$ cat config.mk
export PLATFORM = sky130hd
export DESIGN_NAME = rv32i_wb_lsu_master
export DESIGN_NICKNAME = d
export VERILOG_FILES = /design/src/rtl/rv32i_wb_lsu_master.sv
export SDC_FILE = /design/constraint.sdc
export NUM_CORES = 1
export LEC_CHECK = 0
export CAP_MARGIN = 20
export CORE_MARGIN = 3
export CORE_UTILIZATION = 50
export DETAILED_ROUTE_END_ITERATION = 10
export DONT_BUFFER_PORTS = 1
export MAX_ROUTING_LAYER = met4
export SYNTH_ARGS = -nofsm -noshare
export SYNTH_HDL_FRONTEND = slang
export SYNTH_SLANG_ARGS = --single-unit
$ cat constraint.sdc
create_clock -name clk_i -period 6.2 [get_ports clk_i]
set_input_delay 1.86 -clock clk_i [delete_from_list [all_inputs] [get_ports clk_i]]
set_output_delay 1.86 -clock clk_i [all_outputs]
set_load 0.02 [all_outputs]
$ cat src/rtl/rv32i_wb_lsu_master.sv
// ---------------------------------------------------------------------------
// rv32i_wb_pkg
//   Wishbone B4 pipelined bus request/response bundles shared by the LSU
//   master and the bus fabric.
// ---------------------------------------------------------------------------
package rv32i_wb_pkg;

  typedef struct packed {
    logic        cyc;
    logic        stb;
    logic        we;
    logic [3:0]  sel;
    logic [31:0] adr;
    logic [31:0] wdata;
  } wb_master_req_t;

  typedef struct packed {
    logic [31:0] rdata;
    logic        ack;
    logic        err;
    logic        stall;
  } wb_slave_rsp_t;

  function automatic wb_master_req_t wb_master_req_default();
    return '0;
  endfunction

endpackage

// ---------------------------------------------------------------------------
// rv32i_wb_lsu_master
//   Wishbone B4 pipelined master for the load/store unit. Takes one
//   byte/half/word access over a valid/ready handshake, runs a single bus
//   cycle (one outstanding transaction) and returns aligned, extended load
//   data or an error. Misaligned and illegal-size accesses never reach the bus.
//
// Ports
//   clk_i, rst_i     clock; asynchronous active-high reset
//   req_valid_i      request valid       req_ready_o  high while IDLE
//   req_we_i         1 = store           req_addr_i   byte address
//   req_size_i       00 B, 01 H, 10 W, 11 illegal
//   req_unsigned_i   zero-extend loads   req_wdata_i  store data, right-justified
//   rsp_valid_o      one-cycle response  rsp_rdata_o  load result (0 on store/error)
//   rsp_err_o        bus error, misalignment or timeout
//   wb_req_o         registered Wishbone request bundle
//   wb_rsp_i         Wishbone slave response bundle
//
// Parameter
//   TIMEOUT_CYCLES   bus cycles (REQ + WAIT) before forced abort; 0 disables
// ---------------------------------------------------------------------------
module rv32i_wb_lsu_master
  import rv32i_wb_pkg::*;
#(
  parameter int unsigned TIMEOUT_CYCLES = 255
) (
  input  logic           clk_i,
  input  logic           rst_i,
  input  logic           req_valid_i,
  output logic           req_ready_o,
  input  logic           req_we_i,
  input  logic [31:0]    req_addr_i,
  input  logic [1:0]     req_size_i,
  input  logic           req_unsigned_i,
  input  logic [31:0]    req_wdata_i,
  output logic           rsp_valid_o,
  output logic [31:0]    rsp_rdata_o,
  output logic           rsp_err_o,
  output wb_master_req_t wb_req_o,
  input  wb_slave_rsp_t  wb_rsp_i
);

  typedef enum logic [1:0] {
    IDLE = 2'd0,
    REQ  = 2'd1,
    WAIT = 2'd2
  } state_t;

  localparam int CW = (TIMEOUT_CYCLES == 0) ? 1 : $clog2(TIMEOUT_CYCLES + 1);
  localparam logic [CW-1:0] TMO = CW'(TIMEOUT_CYCLES);

  state_t         state_q, state_d;
  wb_master_req_t wb_req_q, wb_req_d;
  logic           rsp_valid_q, rsp_valid_d;
  logic [31:0]    rsp_rdata_q, rsp_rdata_d;
  logic           rsp_err_q, rsp_err_d;
  logic [CW-1:0]  cnt_q, cnt_d, cnt_inc;
  logic [1:0]     off_q, off_d;
  logic [1:0]     size_q, size_d;
  logic           uns_q, uns_d;

  logic           misaligned;
  logic           done;
  logic           abort;
  logic [31:0]    lane;
  logic [31:0]    load_data;

  assign req_ready_o = (state_q == IDLE);
  assign wb_req_o    = wb_req_q;
  assign rsp_valid_o = rsp_valid_q;
  assign rsp_rdata_o = rsp_rdata_q;
  assign rsp_err_o   = rsp_err_q;

  always_comb begin
    misaligned = 1'b0;
    case (req_size_i)
      2'b01:   misaligned = req_addr_i[0];
      2'b10:   misaligned = (req_addr_i[1:0] != 2'b00);
      2'b11:   misaligned = 1'b1;
      default: misaligned = 1'b0;
    endcase
  end

  // Bring the addressed lane down to bit 0, then extend per access size.
  always_comb begin
    lane      = wb_rsp_i.rdata >> {off_q, 3'b000};
    load_data = lane;
    case (size_q)
      2'b00:   load_data = uns_q ? {24'h0, lane[7:0]}  : {{24{lane[7]}}, lane[7:0]};
      2'b01:   load_data = uns_q ? {16'h0, lane[15:0]} : {{16{lane[15]}}, lane[15:0]};
      default: load_data = lane;
    endcase
  end

  always_comb begin
    // NOTE: every value written here gets a default first, so no path leaves
    // a signal unassigned and no latch is inferred.
    state_d     = state_q;
    wb_req_d    = wb_req_q;
    rsp_valid_d = 1'b0;
    rsp_rdata_d = '0;
    rsp_err_d   = 1'b0;
    cnt_d       = cnt_q;
    off_d       = off_q;
    size_d      = size_q;
    uns_d       = uns_q;
    cnt_inc     = cnt_q + CW'(1);
    done        = 1'b0;
    abort       = 1'b0;

    case (state_q)
      IDLE: begin
        if (req_valid_i) begin
          off_d  = req_addr_i[1:0];
          size_d = req_size_i;
          uns_d  = req_unsigned_i;
          cnt_d  = '0;
          if (misaligned) begin
            // Rejected locally: error response next cycle, bus untouched.
            rsp_valid_d = 1'b1;
            rsp_err_d   = 1'b1;
          end else begin
            state_d        = REQ;
            wb_req_d.cyc   = 1'b1;
            wb_req_d.stb   = 1'b1;
            wb_req_d.we    = req_we_i;
            wb_req_d.adr   = {req_addr_i[31:2], 2'b00};
            case (req_size_i)
              2'b00: begin
                wb_req_d.sel   = 4'b0001 << req_addr_i[1:0];
                wb_req_d.wdata = {4{req_wdata_i[7:0]}};
              end
              2'b01: begin
                wb_req_d.sel   = 4'b0011 << req_addr_i[1:0];
                wb_req_d.wdata = {2{req_wdata_i[15:0]}};
              end
              default: begin
                wb_req_d.sel   = 4'b1111;
                wb_req_d.wdata = req_wdata_i;
              end
            endcase
          end
        end
      end

      REQ: begin
        cnt_d = cnt_inc;
        // A response is only meaningful once the slave has taken the strobe.
        if (!wb_rsp_i.stall) begin
          if (wb_rsp_i.ack || wb_rsp_i.err) begin
            done = 1'b1;
          end else begin
            state_d      = WAIT;
            wb_req_d.stb = 1'b0;
          end
        end
        if (!done && (TIMEOUT_CYCLES != 0) && (cnt_inc == TMO)) abort = 1'b1;
      end

      WAIT: begin
        cnt_d = cnt_inc;
        if (wb_rsp_i.ack || wb_rsp_i.err) done = 1'b1;
        if (!done && (TIMEOUT_CYCLES != 0) && (cnt_inc == TMO)) abort = 1'b1;
      end

      default: state_d = IDLE;
    endcase

    if (done) begin
      state_d     = IDLE;
      wb_req_d    = wb_master_req_default();
      rsp_valid_d = 1'b1;
      rsp_err_d   = wb_rsp_i.err;   // err wins over a simultaneous ack
      rsp_rdata_d = (wb_rsp_i.err || wb_req_q.we) ? 32'h0 : load_data;
    end else if (abort) begin
      state_d     = IDLE;
      wb_req_d    = wb_master_req_default();
      rsp_valid_d = 1'b1;
      rsp_err_d   = 1'b1;
    end
  end

  // NOTE: sequential state uses non-blocking assignments only, so every
  // register samples the pre-edge values of all others.
  always_ff @(posedge clk_i or posedge rst_i) begin
    if (rst_i) begin
      // NOTE: the datapath latches are reset too; the block is small and a
      // known post-reset value keeps the outputs free of X.
      state_q     <= IDLE;
      wb_req_q    <= wb_master_req_default();
      rsp_valid_q <= 1'b0;
      rsp_rdata_q <= '0;
      rsp_err_q   <= 1'b0;
      cnt_q       <= '0;
      off_q       <= '0;
      size_q      <= '0;
      uns_q       <= 1'b0;
    end else begin
      state_q     <= state_d;
      wb_req_q    <= wb_req_d;
      rsp_valid_q <= rsp_valid_d;
      rsp_rdata_q <= rsp_rdata_d;
      rsp_err_q   <= rsp_err_d;
      cnt_q       <= cnt_d;
      off_q       <= off_d;
      size_q      <= size_d;
      uns_q       <= uns_d;
    end
  end

endmodule

# Word-level counts from Yosys, hierarchy flattened
# Index checks and enable logic that the tools add are counted.
# word_totals
ff_bits,120
inputBits,106
output_inout_bits,106
word_cells,92
# op_classes
addsub,1
eq_ne,14
shifts,3
mux,40
n_reduce_logical,20
# op_table
op,n
71-bit 2-to-1 mux,4
32-bit 2-to-1 mux,4
32-bit case mux with 2 select lines,2
69-bit 2-to-1 mux,1
32-bit by 5-bit right shift with 32-bit output,1
8-bit case mux with 2 select lines,1
1-bit 2-to-1 mux,15
2-bit 2-to-1 mux,6
5-bit AND reduction,2
"8-bit by 1-bit adder with 8-bit output, second input constant",1
"8-bit == test, second input constant",1
8-bit 2-to-1 mux,1
"4-bit by 2-bit inequality test with 1-bit output, second input constant",2
"4-bit inequality test, second input constant",2
4-bit case mux with 2 select lines,1
"2-bit by 1-bit == test with 1-bit output, second input constant",3
"2-bit == test, second input constant",3
2-bit logical NOT,3
1-bit case mux with 2 select lines,3
2-bit case mux with 3 select lines,1
3-bit nonzero test,2
2-bit AND reduction,2
2-bit nonzero test,2
4-bit nonzero test,1
other kinds (11),14

# Depth between registers and ports, before layout
# depth
depth_word,10
mapped_depth,8
ltp_nobuf,7

# Worst setup path after synthesis
# OpenSTA, ideal clock, no wires.
# synth_timing
path_kind,input-to-reg
startpoint,input port req_size_i[0]
endpoint,"register wb_req_q, in the netlist wb_req_o[16]"
setup_ns,0.087
arrival_time_ns,3.163
required_time_ns,6.113
path_slack_ns,2.950
cell_stages,7
path_buffers,2
path_cell_list,clkbuf_1 > o21ai_0 > nand2_1 > nor2_1 > clkbuf_1 > nor2_1 > a211oi_2
# synth_via
elab_chain_len,7
elab_cells_between_ends,13
classes_between,eq/ne (4); mux (7); reduce/logical (2)
# synth_rtl
item,line,source
from (decl),62,"input logic [1:0] req_size_i,"
2-bit by 1-bit == test with 1-bit output or 2-bit logical NOT (tied branches),"105, 157",
32-bit case mux with 2 select lines,157,case (req_size_i)
71-bit 2-to-1 mux,147,if (misaligned) begin
71-bit 2-to-1 mux,142,if (req_valid_i) begin
69-bit 2-to-1 mux,140,case (state_q)
71-bit 2-to-1 mux,204,end else if (abort) begin
71-bit 2-to-1 mux,198,if (done) begin
to (signal assigned),219,wb_req_q <= wb_master_req_default();
to (signal assigned),229,wb_req_q <= wb_req_d;
to (decl),82,"wb_master_req_t wb_req_q, wb_req_d;"
# Parallel ways exist; a longest one is shown, timed or not. The select of a mux whose other input is x is not followed.
# A chain may end at the register's enable or synchronous reset.

# Worst setup path in the final report
# layout_timing
startpoint,input port req_addr_i[0]
endpoint,"register wb_req_q, in the netlist wb_req_o[39]"
# layout_via
elab_chain_len,4
# layout_rtl
item,line,source
from (decl),61,"input logic [31:0] req_addr_i,"
2-bit nonzero test,107,2'b10: misaligned = (req_addr_i[1:0] != 2'b00);
1-bit case mux with 3 select lines (*),105,case (req_size_i)
3-bit by 1-bit inequality test with 1-bit output (no source line) (*),--,
3-bit AND reduction (no source line) (*),--,
# Mark *: on every way between the ends. The rest lies on a longest branch, timed or not.

==> results.md <==
- Outcome: finished clean
- Synth unique cells: 53
- Drt initial violations: roughly 420
- RSZ-0062 raised after global routing: false
- Overflow after GRT: 0
- TritonCTS clock tree: done
- R2R Setup Slk: 2.98 ns
- Total of max-cap violations: 0
- CTS Sinks: approximately 120
- Crit Path Category: input port to register
- Nets: 714
- FILL cells: 978
- Crit start category: input port
- Synth Area in XOR/XNOR: 0.149%
- Area grow syn2layout: 11.1%
- Clock skew: approximately 0.01 ns
- Global-route wire length before repair: 23600 um
- # DRC: 0
- H-tree lvl count: 4
- DR vias/cell: 5.93
- Vias: 4477
- Min-Delay Path Depth: 2
- # diodes: 0
- Post-route cell area: around 6500 um2
- Adder-cell share of the synthesized area: 1.28%
- Global Route Usage Sum: a little under a quarter
- Post-DRT Antenna Nets: 0
- Root Buffer: clkbuf_16
- R2R cell count: 7
- Synth Warn #: 0
- Static Leak: around 2.9 nW
- HP Class: register to register
- Finished Core Util: 58.5%
- Post-CTS Setup Bufs: 0
- Register area: 2950 um2
- Die X: approximately 110 um
- CP Buf/Inv Count: 1
- Crit Path Max Fanout: 47
- Worst Path Arrival: 4.02 ns
- Final WS setup: about 2.5 ns
- Pre-CTS WS: ~2.1 ns
- Max Clk Rate: 271 MHz
- Worst Setup End Kind: register
- Slew @ Worst Pin: around 1.1 ns
- Die height: ~110 um
- Seq/Total Area, Yosys: 50.2%
- First-pass DRT Iterations: 5
- Die area: approximately 13000 um2
- Setup TNS Final: 0 ns
- Clock transition at path regs: 0.05 ns
- Dpl cell area: 5850 um2
- Vias in the first global route: around 4400
- Initial Utilization: a little over half
- Slew HR: between 20% and 30%
- Crit-path cells: o21ai_0 > nand2_1 > nor2_4 > buf_4 > nand2_1 > a21oi_1
- Crit path required time: 6.53 ns
- Later-pin clock latency in the skew report: between 0.4 and 0.5 ns
- Final setup violating endpoints: 0
- Port bufs: 0
- Boundary Pins: approximately 210
- Reg2reg start: state_q[0]
- Hold endpoint: cnt_q[7]
- Routed len/inst: 19.7 um
- Initial antenna violation count: 0
- Largest net degree at the start of global routing: 84
- Dpl hpwl: about 10000 um
- Mux cell area share after synthesis: between 7 and 8%
- Pwr/cell area: 531 nW/um2
- Crit share post-route: 59.5%
- Hold Violations, Final: 0
- Most frequent CP cell: nand2_1
- Simple-gate share of the synthesized area: 16.8%
- Number of buffers created by CTS: 17
- Synth Register Bits: roughly 120
- Min cycle time layout: 3.69 ns
- Standard-cell rows: 38
- Post-Syn Area: 5880 um2
- Syn avg cell area: 9.41 um2
- CP max-delay cell: nor2_4
- Core area: 11200 um2
- Largest delay share family, worst path: simple AND/OR/NAND/NOR gates
- Total wire length: 14900 um
- Max IR drop VDD: 0.301 mV
- Final hold slack: 0.510 ns
- Slowest stage delay, CP: 0.85 ns
- Post-synthesis compound-gate area fraction: 18.8%
- Clk buf depth: 2
- Gpl congestion: 0.779
- Layout cell share with drive strength beyond 1: 10.6%
- Main flop type after synthesis: dfrtp_1
- Critical R2R Capture: wb_req_o[39]
- Async SR Flop Fraction: 100%
- Syn Inst Count: 625
- Cts hold-fix bufs: 0
- HP Start: cnt_q[7]
- Fin. max-slew vios: 0
- Post-CTS sizing: 0
- Area of the multi-input gates: between 2000 and 3000 um2
- Post-synth EDFFs: 0
- Largest family of logic cells by synthesized area: compound AO/OA/AOI/OAI gates
stage by stage:
stage                     power [W]  instances
after floorplan             0.00220        626
after global placement      0.00237        722
after detailed placement    0.00240        722
after CTS                   0.00350        754
after global routing        0.00368        755
final                       0.00347        755
sequential cells by signal (all words and copies together), names as in the netlist:
name         count
off_q            2
rsp_valid_o      1
rsp_err_o        1
wb_req_o        69
uns_q            1
state_q          2
cnt_q            8
rsp_rdata_o     32
size_q           2
final cells by class:
cell class | count | area share, %
Sequential cell | 118 | 45.2
Timing Repair Buffer | 9 | 1.34
Multi-Input combinational cell | 449 | 40.3
Tap cell | 140 | 2.68
Clock buffer | 24 | 7.52
Clock inverter | 8 | 2.57
Inverter | 7 | 0.440
cells by family (layout without fill, tap and decap cells):
family	Yosys count	after routing
xor gates and xnor gates	1	1
adders and majority gates	6	6
DFF	118	118
buffers and inverters	59	48
and+or+nand+nor	230	230
muxes	43	43
AOI/OAI and AO/OA	167	167
other	1	2
report_power, final:
group	switching [W]	leakage [nW]	internal, W	total [W]
registers	0.000474	1.54	0.00101	0.00149
clock network	0.000335	0.320	0.000754	0.00109
logic	0.000540	1.03	0.000353	0.000893
total	0.00135	2.90	0.00212	0.00347
synth_stat cells (4+ instances only):
| cell | number | area (um2) |
|---|---|---|
| a211oi_1 | 23 | 173 |
| a211oi_2 | 8 | 100 |
| a21o_1 | 5 | 37.5 |
| a21oi_1 | 58 | 290 |
| a22o_1 | 5 | 43.8 |
| a311oi_1 | 8 | 70.1 |
| buf_2 | 6 | 30.0 |
| buf_6 | 9 | 101 |
| clkbuf_1 | 31 | 116 |
| dfrtp_1 | 118 | 2950 |
| ha_1 | 6 | 75.1 |
| inv_1 | 7 | 26.3 |
| mux2_2 | 6 | 67.6 |
| mux2i_1 | 36 | 360 |
| nand2_1 | 145 | 544 |
| nand2b_1 | 5 | 31.3 |
| nor2_1 | 34 | 128 |
| nor2b_1 | 10 | 62.6 |
| nor3_1 | 15 | 75.1 |
| o21a_1 | 8 | 60.1 |
| o21ai_0 | 35 | 175 |
| or3_1 | 4 | 25.0 |
worst max-delay path by stage:
stage	startpoint	end	slack [ns]	cells after the start
6_report	req_addr_i[0]	wb_req_o[39]	2.51	6
5_1_grt	req_addr_i[0]	wb_req_o[0]	2.32	6
4_1_cts	req_addr_i[0]	wb_req_o[1]	2.57	6
3_5_place_dp	req_addr_i[0]	wb_req_o[1]	2.13	6
3_3_place_gp	req_addr_i[0]	wb_req_o[36]	2.27	6
2_1_floorplan	rst_i	cnt_q[0]	1.21	1
routing by layer:
metal	vias to the layer above	track usage (%)	routed length [um]
li1	2118	-	-
met4	0	8.00	162
met3	13	8.62	1420
met1	2187	29.7	6160
met2	159	36.0	7170
met5	-	-	0
cell usage in the layout, fill, tap and decap left out, types with 4 or more instances in the layout:
cell | Yosys | layout
nor3_1 | 15 | 15
nand2b_1 | 5 | 5
clkbuf_16 | 0 | 17
nand2_1 | 145 | 145
bufinv_16 | 0 | 5
o21a_1 | 8 | 8
a21o_1 | 5 | 5
ha_1 | 6 | 6
or3_1 | 4 | 4
dfrtp_1 | 118 | 118
a21oi_1 | 58 | 58
a211oi_1 | 23 | 23
a311oi_1 | 8 | 8
buf_4 | 3 | 8
nor2_1 | 34 | 33
nor2b_1 | 10 | 10
a22o_1 | 5 | 5
a211oi_2 | 8 | 8
mux2i_1 | 36 | 36
clkbuf_8 | 0 | 4
mux2_2 | 6 | 6
o21ai_0 | 35 | 35
inv_1 | 7 | 6
worst min-delay path: stages, from the launching register on:
cell and delay, ns:
dfrtp_1 0.36, nand2_1 0.05, o21ai_0 0.06
(Power assumes the default switching activity.)
